$ cat src/rtl/cgra_inject_scheduler_if.sv
// Requester and router-local-port bundle for cgra_inject_scheduler.
//   master : scheduler side (drives req_ready, data_out, valid_out)
//   slave  : environment side (requesters and router local input)
// Signals:
//   req_valid/req_ready          per-requester handshake
//   req_dx/req_dy/req_payload    packed per-requester flit fields
//   data_out/valid_out/ready_in  router data_in_local/valid_in_local/ready_out_local
interface cgra_inject_scheduler_if #(
  parameter int unsigned NUM_REQ       = 4,
  parameter int unsigned COORD_WIDTH   = 4,
  parameter int unsigned PAYLOAD_WIDTH = 16,
  parameter int unsigned DATA_WIDTH    = 32
);
  logic [NUM_REQ-1:0]               req_valid;
  logic [NUM_REQ-1:0]               req_ready;
  logic [NUM_REQ*COORD_WIDTH-1:0]   req_dx;
  logic [NUM_REQ*COORD_WIDTH-1:0]   req_dy;
  logic [NUM_REQ*PAYLOAD_WIDTH-1:0] req_payload;
  logic [DATA_WIDTH-1:0]            data_out;
  logic                             valid_out;
  logic                             ready_in;

  modport master (
    input  req_valid, req_dx, req_dy, req_payload, ready_in,
    output req_ready, data_out, valid_out
  );

  modport slave (
    output req_valid, req_dx, req_dy, req_payload, ready_in,
    input  req_ready, data_out, valid_out
  );
endinterface

$ cat src/rtl/cgra_inject_scheduler.sv
// Round-robin, burst-bounded scheduler sharing one router local input port
// among NUM_REQ on-tile requesters. Each accepted request is assembled into
// a flit {DX, DY, TAG, PAYLOAD} held in a single-entry output register.
// Ports:
//   clk, rst  clock, synchronous active-high reset
//   bus       cgra_inject_scheduler_if.master (requesters + router local port)
//   grant_id  current or last owner index
//   busy      high while a burst is in progress
// Optional feature: define CGRA_INJ_SRC_TAG_EN to place {X_COORD, Y_COORD}
// in the TAG field; otherwise TAG is 8'h00.
module cgra_inject_scheduler #(
  parameter int unsigned DATA_WIDTH    = 32,
  parameter int unsigned COORD_WIDTH   = 4,
  parameter int unsigned PAYLOAD_WIDTH = 16,
  parameter int unsigned NUM_REQ       = 4,
  parameter int unsigned MAX_BURST     = 4,
  parameter int unsigned X_COORD       = 0,
  parameter int unsigned Y_COORD       = 0
) (
  input  logic                       clk,
  input  logic                       rst,
  cgra_inject_scheduler_if.master    bus,
  output logic [$clog2(NUM_REQ)-1:0] grant_id,
  output logic                       busy
);

  localparam int unsigned IW        = $clog2(NUM_REQ);
  localparam int unsigned CW        = $clog2(MAX_BURST + 1);
  localparam int unsigned TAG_WIDTH = DATA_WIDTH - 2 * COORD_WIDTH - PAYLOAD_WIDTH;
  localparam logic [TAG_WIDTH-1:0] SRC_TAG =
    TAG_WIDTH'({4'(X_COORD), 4'(Y_COORD)});
`ifdef CGRA_INJ_SRC_TAG_EN
  localparam bit TAG_EN = 1'b1;
`else
  localparam bit TAG_EN = 1'b0;
`endif
  localparam logic [TAG_WIDTH-1:0] TAG = TAG_EN ? SRC_TAG : '0;

  typedef enum logic {
    S_IDLE,
    S_BURST
  } state_t;

  state_t               state, state_nxt;
  logic [IW-1:0]        rr_ptr, rr_nxt;
  logic [IW-1:0]        owner, owner_nxt;
  logic [IW-1:0]        grant_nxt;
  logic [CW-1:0]        cnt, cnt_nxt;
  logic [CW-1:0]        cnt_inc_c;
  logic [NUM_REQ-1:0]   ready_c;
  logic                 xfer_c;
  logic [IW-1:0]        sel_c;
  logic [IW-1:0]        winner_c;
  logic                 slot_free_c;
  logic [DATA_WIDTH-1:0] flit_c;

  logic [COORD_WIDTH-1:0]   dx_arr  [NUM_REQ];
  logic [COORD_WIDTH-1:0]   dy_arr  [NUM_REQ];
  logic [PAYLOAD_WIDTH-1:0] pay_arr [NUM_REQ];

  // Unpack per-requester fields so the transfer mux is a plain array select
  for (genvar i = 0; i < NUM_REQ; i++) begin : g_unpack
    assign dx_arr[i]  = bus.req_dx[i*COORD_WIDTH +: COORD_WIDTH];
    assign dy_arr[i]  = bus.req_dy[i*COORD_WIDTH +: COORD_WIDTH];
    assign pay_arr[i] = bus.req_payload[i*PAYLOAD_WIDTH +: PAYLOAD_WIDTH];
  end

  // First valid index at or above ptr, wrapping modulo NUM_REQ
  function automatic logic [IW-1:0] rr_pick(input logic [NUM_REQ-1:0] v,
                                            input logic [IW-1:0] ptr);
    logic [IW-1:0] pick;
    logic          hit;
    pick = ptr;
    hit  = 1'b0;
    for (int unsigned k = 0; k < NUM_REQ; k++) begin
      int unsigned idx;
      idx = (32'(ptr) + k) % NUM_REQ;
      if (!hit && v[IW'(idx)]) begin
        hit  = 1'b1;
        pick = IW'(idx);
      end
    end
    return pick;
  endfunction

  // Successor index modulo NUM_REQ (NUM_REQ need not be a power of two)
  function automatic logic [IW-1:0] next_idx(input logic [IW-1:0] i);
    return (i == IW'(NUM_REQ - 1)) ? '0 : i + IW'(1);
  endfunction

  assign slot_free_c = !bus.valid_out || bus.ready_in;
  assign winner_c    = rr_pick(bus.req_valid, rr_ptr);
  assign cnt_inc_c   = cnt + CW'(1);
  assign flit_c      = {dx_arr[sel_c], dy_arr[sel_c], TAG, pay_arr[sel_c]};

  // req_ready is combinational on req_valid/ready_in and forced low in reset
  assign bus.req_ready = rst ? '0 : ready_c;

  // State register and output flit register
  always_ff @(posedge clk) begin
    if (rst) begin
      state         <= S_IDLE;
      rr_ptr        <= '0;
      owner         <= '0;
      cnt           <= '0;
      grant_id      <= '0;
      busy          <= 1'b0;
      bus.valid_out <= 1'b0;
      bus.data_out  <= '0;
    end else begin
      state    <= state_nxt;
      rr_ptr   <= rr_nxt;
      owner    <= owner_nxt;
      cnt      <= cnt_nxt;
      grant_id <= grant_nxt;
      busy     <= (state_nxt == S_BURST);
      if (xfer_c) begin
        bus.data_out  <= flit_c;
        bus.valid_out <= 1'b1;
      end else if (slot_free_c) begin
        bus.valid_out <= 1'b0;
      end
    end
  end

  // Arbitration, burst accounting and next-state logic
  always_comb begin
    state_nxt = state;
    rr_nxt    = rr_ptr;
    owner_nxt = owner;
    grant_nxt = grant_id;
    cnt_nxt   = cnt;
    ready_c   = '0;
    xfer_c    = 1'b0;
    sel_c     = owner;

    unique case (state)
      S_IDLE: begin
        if (slot_free_c && (|bus.req_valid)) begin
          sel_c             = winner_c;
          ready_c[winner_c] = 1'b1;
          xfer_c            = 1'b1;
          owner_nxt         = winner_c;
          grant_nxt         = winner_c;
          cnt_nxt           = CW'(1);
          if (MAX_BURST == 1) begin
            rr_nxt = next_idx(winner_c);
          end else begin
            state_nxt = S_BURST;
          end
        end
      end
      S_BURST: begin
        // Without a free slot the burst is frozen: neither counted nor ended
        if (slot_free_c) begin
          if (bus.req_valid[owner]) begin
            ready_c[owner] = 1'b1;
            xfer_c         = 1'b1;
            cnt_nxt        = cnt_inc_c;
            if (cnt_inc_c == CW'(MAX_BURST)) begin
              state_nxt = S_IDLE;
              rr_nxt    = next_idx(owner);
            end
          end else begin
            // Owner released: costs one idle arbitration cycle
            state_nxt = S_IDLE;
            rr_nxt    = next_idx(owner);
          end
        end
      end
      default: state_nxt = S_IDLE;
    endcase
  end

endmodule

$ cat src/flat_wrapper.sv
// flat-port wrapper written by rule: the top's interface ports become plain ports
module cgra_inject_scheduler_flat 
#(
  parameter int unsigned DATA_WIDTH    = 32,
  parameter int unsigned COORD_WIDTH   = 4,
  parameter int unsigned PAYLOAD_WIDTH = 16,
  parameter int unsigned NUM_REQ       = 4,
  parameter int unsigned MAX_BURST     = 4,
  parameter int unsigned X_COORD       = 0,
  parameter int unsigned Y_COORD       = 0
)
  (clk, rst, grant_id, busy, bus_req_valid, bus_req_dx, bus_req_dy, bus_req_payload, bus_ready_in, bus_req_ready, bus_data_out, bus_valid_out);
  cgra_inject_scheduler_if #(.NUM_REQ(NUM_REQ), .COORD_WIDTH(COORD_WIDTH), .PAYLOAD_WIDTH(PAYLOAD_WIDTH), .DATA_WIDTH(DATA_WIDTH)) bus_i ();
  input  logic clk;
  input  logic rst;
  output logic [$clog2(NUM_REQ)-1:0] grant_id;
  output logic busy;
  input wire logic [$bits(bus_i.req_valid)-1:0] bus_req_valid;
  input wire logic [$bits(bus_i.req_dx)-1:0] bus_req_dx;
  input wire logic [$bits(bus_i.req_dy)-1:0] bus_req_dy;
  input wire logic [$bits(bus_i.req_payload)-1:0] bus_req_payload;
  input wire logic [$bits(bus_i.ready_in)-1:0] bus_ready_in;
  output wire logic [$bits(bus_i.req_ready)-1:0] bus_req_ready;
  output wire logic [$bits(bus_i.data_out)-1:0] bus_data_out;
  output wire logic [$bits(bus_i.valid_out)-1:0] bus_valid_out;
  assign bus_i.req_valid = bus_req_valid;
  assign bus_i.req_dx = bus_req_dx;
  assign bus_i.req_dy = bus_req_dy;
  assign bus_i.req_payload = bus_req_payload;
  assign bus_i.ready_in = bus_ready_in;
  assign bus_req_ready = bus_i.req_ready;
  assign bus_data_out = bus_i.data_out;
  assign bus_valid_out = bus_i.valid_out;
  cgra_inject_scheduler #(.DATA_WIDTH(DATA_WIDTH), .COORD_WIDTH(COORD_WIDTH), .PAYLOAD_WIDTH(PAYLOAD_WIDTH), .NUM_REQ(NUM_REQ), .MAX_BURST(MAX_BURST), .X_COORD(X_COORD), .Y_COORD(Y_COORD)) u_core (.clk(clk), .rst(rst), .bus(bus_i), .grant_id(grant_id), .busy(busy));
endmodule
$ cat config.mk
export PLATFORM = sky130hd
export DESIGN_NAME = cgra_inject_scheduler_flat
export DESIGN_NICKNAME = d
export VERILOG_FILES = /design/src/rtl/cgra_inject_scheduler_if.sv /design/src/rtl/cgra_inject_scheduler.sv /design/src/flat_wrapper.sv
export SDC_FILE = /design/constraint.sdc
export NUM_CORES = 1
export LEC_CHECK = 0
export CAP_MARGIN = 5
export CORE_UTILIZATION = 40
export DETAILED_ROUTE_END_ITERATION = 8
export PLACE_DENSITY = 0.87
export SLEW_MARGIN = 0
export SYNTH_ARGS = -nofsm -noshare
export SYNTH_HDL_FRONTEND = slang
export SYNTH_SLANG_ARGS = --single-unit
$ cat constraint.sdc
create_clock -name clk -period 3.5 [get_ports clk]
set_clock_uncertainty 0.2 [all_clocks]
set_input_delay 0.525 -clock clk [delete_from_list [all_inputs] [get_ports clk]]
set_output_delay 0.525 -clock clk [all_outputs]
set_load 0.03 [all_outputs]
== After elaboration in Yosys (flattened, before gate mapping) ==
Index checks and enable logic that the tools add are counted.
Cells by class
  add/subtract/negate cells: 5
  muxes and demuxes: 53
  eq/ne operators: 6
  bitwise gates (word level): 2
  magnitude comparators: 9
  reductions and logical operators: 16
Operators by type and width (count)
  16-bit binary-select mux with 2-bit select: 1
  16-bit two-way mux: 2
  4-bit two-way mux: 8
  2-bit by 3-bit < comparator with 1-bit output (second input constant): 6
  1-bit two-way mux: 18
  4-bit binary-select mux with 2-bit select: 2
  2-bit two-way mux: 8
  1-bit binary-select mux with 2-bit select: 5
  3-bit two-way mux: 3
  4-bit one-hot mux with 2 select lines: 1
  1-bit logical AND: 6
  2-bit != test (second input constant): 3
  3-bit one-hot mux with 2 select lines: 1
  3-bit AND reduction: 2
  2-bit by 1-bit adder with 2-bit output (second input constant): 2
  2-bit adder (second input constant): 2
  1-bit demux with 2-bit select: 2
  2-bit by 1-bit >= comparator with 1-bit output (second input constant): 2
  1-bit zero test: 4
  1-bit one-hot mux with 2 select lines: 2
  4-bit OR reduction: 1
  3-bit by 1-bit adder with 3-bit output (second input constant): 1
  3-bit == test (second input constant): 1
  3-bit >= comparator (second input constant): 1
  7 further kinds: 7
Word-level totals
  register bits: 35
  bits of input ports: 103
  logic and storage cells: 98
  output and inout bits: 40

== Longest topological paths before layout ==
  depth in word-level cells: 19
  depth in mapped cells: 8
  depth with buffers taken out: 6

== Worst setup path after synthesis ==
Ideal clock, no wire load.
  kind: input -> output
  start: input bus_req_valid[2]
  end: output bus_req_ready[3]
  data required time: 2.775 ns
  arrival time: 1.814 ns
  path slack: 0.961 ns
  stages on the path: 5
  cells stage by stage: nor2b_1 -> o21ai_0 -> o211ai_1 -> or3_1 -> a21oi_1
On the way
  longest elaborated chain between the ends: 19
Ends and longest elaborated chain
  from (decl): RTL line flat_wrapper.sv:18  | input wire logic [$bits(bus_i.req_valid)-1:0] bus_req_valid;
  1-bit binary-select mux with 2-bit select: RTL line cgra_inject_scheduler.sv:78  | if (!hit && v[IW'(idx)]) begin
  1-bit two-way mux (not written as such): RTL line cgra_inject_scheduler.sv:78
  1-bit two-way mux: RTL line cgra_inject_scheduler.sv:78
  1-bit zero test: RTL line cgra_inject_scheduler.sv:78
  1-bit logical AND: RTL line cgra_inject_scheduler.sv:78
  1-bit two-way mux: RTL line cgra_inject_scheduler.sv:78
  1-bit zero test: RTL line cgra_inject_scheduler.sv:78
  1-bit logical AND: RTL line cgra_inject_scheduler.sv:78
  [... 3 more ...]
  2-bit two-way mux: RTL line cgra_inject_scheduler.sv:78
  2-bit by 3-bit < comparator with 1-bit output (not written as such) or 2-bit by 1-bit >= comparator with 1-bit output (tied branches): RTL line cgra_inject_scheduler.sv:141  | ready_c[winner_c] = 1'b1;
  1-bit logical AND (not written as such): RTL line cgra_inject_scheduler.sv:141
  1-bit two-way mux (not written as such): RTL line cgra_inject_scheduler.sv:141
  1-bit demux with 2-bit select
  4-bit two-way mux: RTL line cgra_inject_scheduler.sv:139  | if (slot_free_c && (|bus.req_valid)) begin
  4-bit one-hot mux with 2 select lines (*): RTL line cgra_inject_scheduler.sv:137  | unique case (state)
  4-bit two-way mux (*): RTL line cgra_inject_scheduler.sv:97  | assign bus.req_ready = rst ? '0 : ready_c;
  to (decl): RTL line flat_wrapper.sv:23  | output wire logic [$bits(bus_i.req_ready)-1:0] bus_req_ready;
Mark *: on every way between the ends. The rest lies on a longest branch, timed or not. The select of a mux whose other input is x is not followed.

== Final worst setup path ==
  start: input bus_req_valid[1]
  end: output bus_req_ready[0]
The elaborated chain is that of the path after synthesis.

==> results.json <==
{
  "gr-max-usage-layer": "met2",
  "final_hold_viol_count": 0,
  "grt-ovfl-total": 0,
  "yosysWarnings": 0,
  "cap_violations": 0,
  "root_buffer": "clkbuf_8",
  "min_to": "u_core.bus.data_out[25]$_SDFFE_PP0P_",
  "io_buffers": 134,
  "wl_per_cell_um": 15.7,
  "die_x_um": 77.0,
  "dp_hpwl_um": 5320,
  "cts_tree": "built",
  "utilization": 0.700,
  "ys.flop_type": "dfxtp_1",
  "cts_buffers": 5,
  "slowest_delay_ns": 0.59,
  "htree_levels": 2,
  "place_congestion": 0.863,
  "synth_edf_count": 0,
  "num_antenna_cells": 0,
  "seq_area_frac_synth": 0.311,
  "yosysUniqueCellTypes": 41,
  "grtUsageMet3": 0.0536,
  "use_met1": 0.228,
  "clkLatencyLatePin_ns": 0.28,
  "ys_ff_latch": 35,
  "wirelength_um": 6780,
  "post-place-ws_ns": -0.00338,
  "hp-start": "u_core.bus.data_out[25]$_SDFFE_PP0P_",
  "postRouteAntennaNets": 0,
  "grt_pass1_wl_um": 10600,
  "multi_input_area_um2": 1380,
  "finalNetCount": 471,
  "worstSetupStartpointType": "input pin",
  "r2r-start": "u_core.rr_ptr[0]$_SDFFE_PP0P_",
  "synthToLayoutAreaGrowth_pct": 63.8,
  "placed_area_um2": 3590,
  "firstDrtPassIters": 4,
  "worstPathCellList": "clkdlybuf4s50_1, nor2_1, a221o_1, o22ai_2, nand3b_1, a21oi_1, dlygate4sd2_1",
  "post_cts.repair.setup_buffers": 0,
  "rows": 26,
  "rr_endpoint": "u_core.bus.data_out[2]$_SDFFE_PP0P_",
  "grt_usage": 0.227,
  "min_period_ns": 3.24,
  "ys_async_sr_fraction": 0,
  "pwr_density_cell_nw_per_um2": 398,
  "maxClockFrequency_mhz": 308,
  "fin_crit_sh": 0.927,
  "cts.sinks": 35,
  "status": "complete, no violations",
  "criticalPathCategory": "in -> out",
  "relSlewSlack": 0.453,
  "synth.avg_cell_area_um2": 9.75,
  "drt-initial-drc-count": 97,
  "yosysTopAreaCellShare": 0.311,
  "worstMarginPinSlew_ns": 0.821,
  "use_met2": 0.442,
  "hold_buffers": 0,
  "crit_slowest_cell": "clkdlybuf4s50_1",
  "coreArea_um2": 5270,
  "cts.clk_slew.worst_paths_ns": 0.06,
  "crit_path_max_fanout": 7,
  "synth_top_area_cell": "dfxtp_1",
  "yosys-top-cells-area": "dfxtp_1, mux2i_1, o221ai_2, nand2_1, o221ai_1",
  "design_area_um2": 3690,
  "syn_area_um2": 2250,
  "dieArea_um2": 5930,
  "ir_drop_mv": 0.197,
  "required_ns": 2.77,
  "hp-class": "reg -> reg",
  "die_h_um": 77.0,
  "vias": 2246,
  "r2r_cells": 7,
  "drc": 0,
  "grt_pass1_vias": 2262,
  "setup_viol": 0,
  "final-seq-area_um2": 701,
  "fill_cells": 427,
  "hold_depth": 2,
  "antenna_found_initial": 0,
  "rsz0062_at_grt": "no",
  "grt_max_degree": 50,
  "ff2ff_setup_slack_ns": 1.07,
  "synthCells": 231,
  "drv_slew": 0,
  "routed_via_density": 5.20,
  "fin_ws_ns": 0.255,
  "drive_gt1_frac": 0.0939,
  "critPathArrivalTime_ns": 2.52,
  "cts_buffer_depth": 2,
  "p_leak_nw": 1.67,
  "io_pins": 143,
  "initial_utilization": 0.427,
  "worstSetupEndpointType": "output port"
}
==> sequential cells by signal, summed over array words and instances, names as in the netlist <==
name and cells:
u_core.bus.data_out 24, u_core.bus.valid_out 1, u_core.busy 1, u_core.cnt 3, u_core.grant_id 2, u_core.owner 2, u_core.rr_ptr 2
==> how the worst max path moves through the flow <==
stage                           startpoint          endpoint  slack, ns  cells after the start
after global routing      bus_req_valid[1]  bus_req_ready[0]       0.12                      7
after CTS                 bus_req_valid[2]  bus_req_ready[3]       0.04                      7
after detailed placement  bus_req_valid[1]  bus_req_ready[0]     -0.003                      7
final                     bus_req_valid[1]  bus_req_ready[0]       0.26                      7
after floorplan           bus_req_valid[2]  bus_req_ready[3]       0.96                      5
after global placement    bus_req_valid[1]  bus_req_ready[0]       0.09                      7
==> critical path: cells and delay by family <==
| kind | cells | cell delay (ns) |
|---|---|---|
| compound gates | 3 | 0.79 |
| simple gates | 2 | 0.18 |
| buf+inv | 2 | 1.02 |
==> power by group <==
part / total, W / switching, W / internal (W)
registers: 0.000498 / 0.0000384 / 0.000459
clock network: 0.000300 / 0.000145 / 0.000154
logic: 0.000669 / 0.000337 / 0.000332
total: 0.00147 / 0.000520 / 0.000946
==> cells in the mapped netlist, types with 2 or more instances <==
cell type  count
o221ai_2      12
nand2_1       32
mux2i_1       50
ha_1           6
a22oi_1        2
inv_1          3
nor2_1        18
a21oi_1        9
nor2b_1        4
o221ai_1      12
clkbuf_1       3
buf_2          3
buf_6          4
buf_4         10
nand3_1        2
o21ai_0        2
dfxtp_1       35
==> layer usage <==
| metal | up-vias | share of wire |
|---|---|---|
| met1 | 1053 | 0.38 |
| met3 | 12 | 0.060 |
| met2 | 88 | 0.54 |
| met4 | 0 | 0.022 |
| met5 | - | 0 |
| li1 | 1093 | - |
==> stage by stage <==
stage,setup TNS [ns],power (W),instances,hold slack (ns)
after floorplan,0,0.000915,238,0.268
after global placement,0,0.00116,425,0.244
after detailed placement,-0.00338,0.00118,425,0.248
after CTS,0,0.00147,432,0.270
after global routing,0,0.00154,432,0.298
final,0,0.00147,432,0.268
==> cell type report <==
| cell class | instances | area share |
|---|---|---|
| multi-input combinational | 176 | 0.373 |
| timing repair buffer | 141 | 0.386 |
| clock buffer | 6 | 0.0224 |
| inverter | 3 | 0.00305 |
| tap | 70 | 0.0237 |
| sequential | 35 | 0.190 |
| clock inverter | 1 | 0.00136 |
==> logic make-up (layout without fill, tap and decap cells) <==
logic type                 after synthesis  count (layout)  synth area share
other                                    1               8           0.00167
and+or+nand+nor                         65              65             0.136
muxes                                   52              52             0.239
DFF                                     35              35             0.311
AOI/OAI and AO/OA                       44              44             0.185
adders and majority gates                6               6            0.0333
xor gates and xnor gates                 1               1           0.00389
buffers and inverters                   27             151            0.0905
==> what timing repair did <==
item                                    CTS  global route
cloned                                    0             0
resized for setup                         1             3
hold endpoints to repair                  0             0
endpoints found under the setup margin    1             3
==> cell usage in the layout (no fill, tap or decap), types with 2 or more instances in the layout <==
cell type,instances
inv_1,3
ha_1,6
nand2_1,32
o221ai_1,12
nor2b_1,4
clkdlybuf4s50_1,130
dfxtp_1,35
o221ai_2,12
clkbuf_8,6
a22oi_1,2
nand3_1,2
nor2_1,17
o21ai_0,2
a21oi_1,9
mux2i_1,50
buf_12,2
dlymetal6s2s_1,3
conb_1,8
buf_4,5
Power figures use the tool's default switching activity.
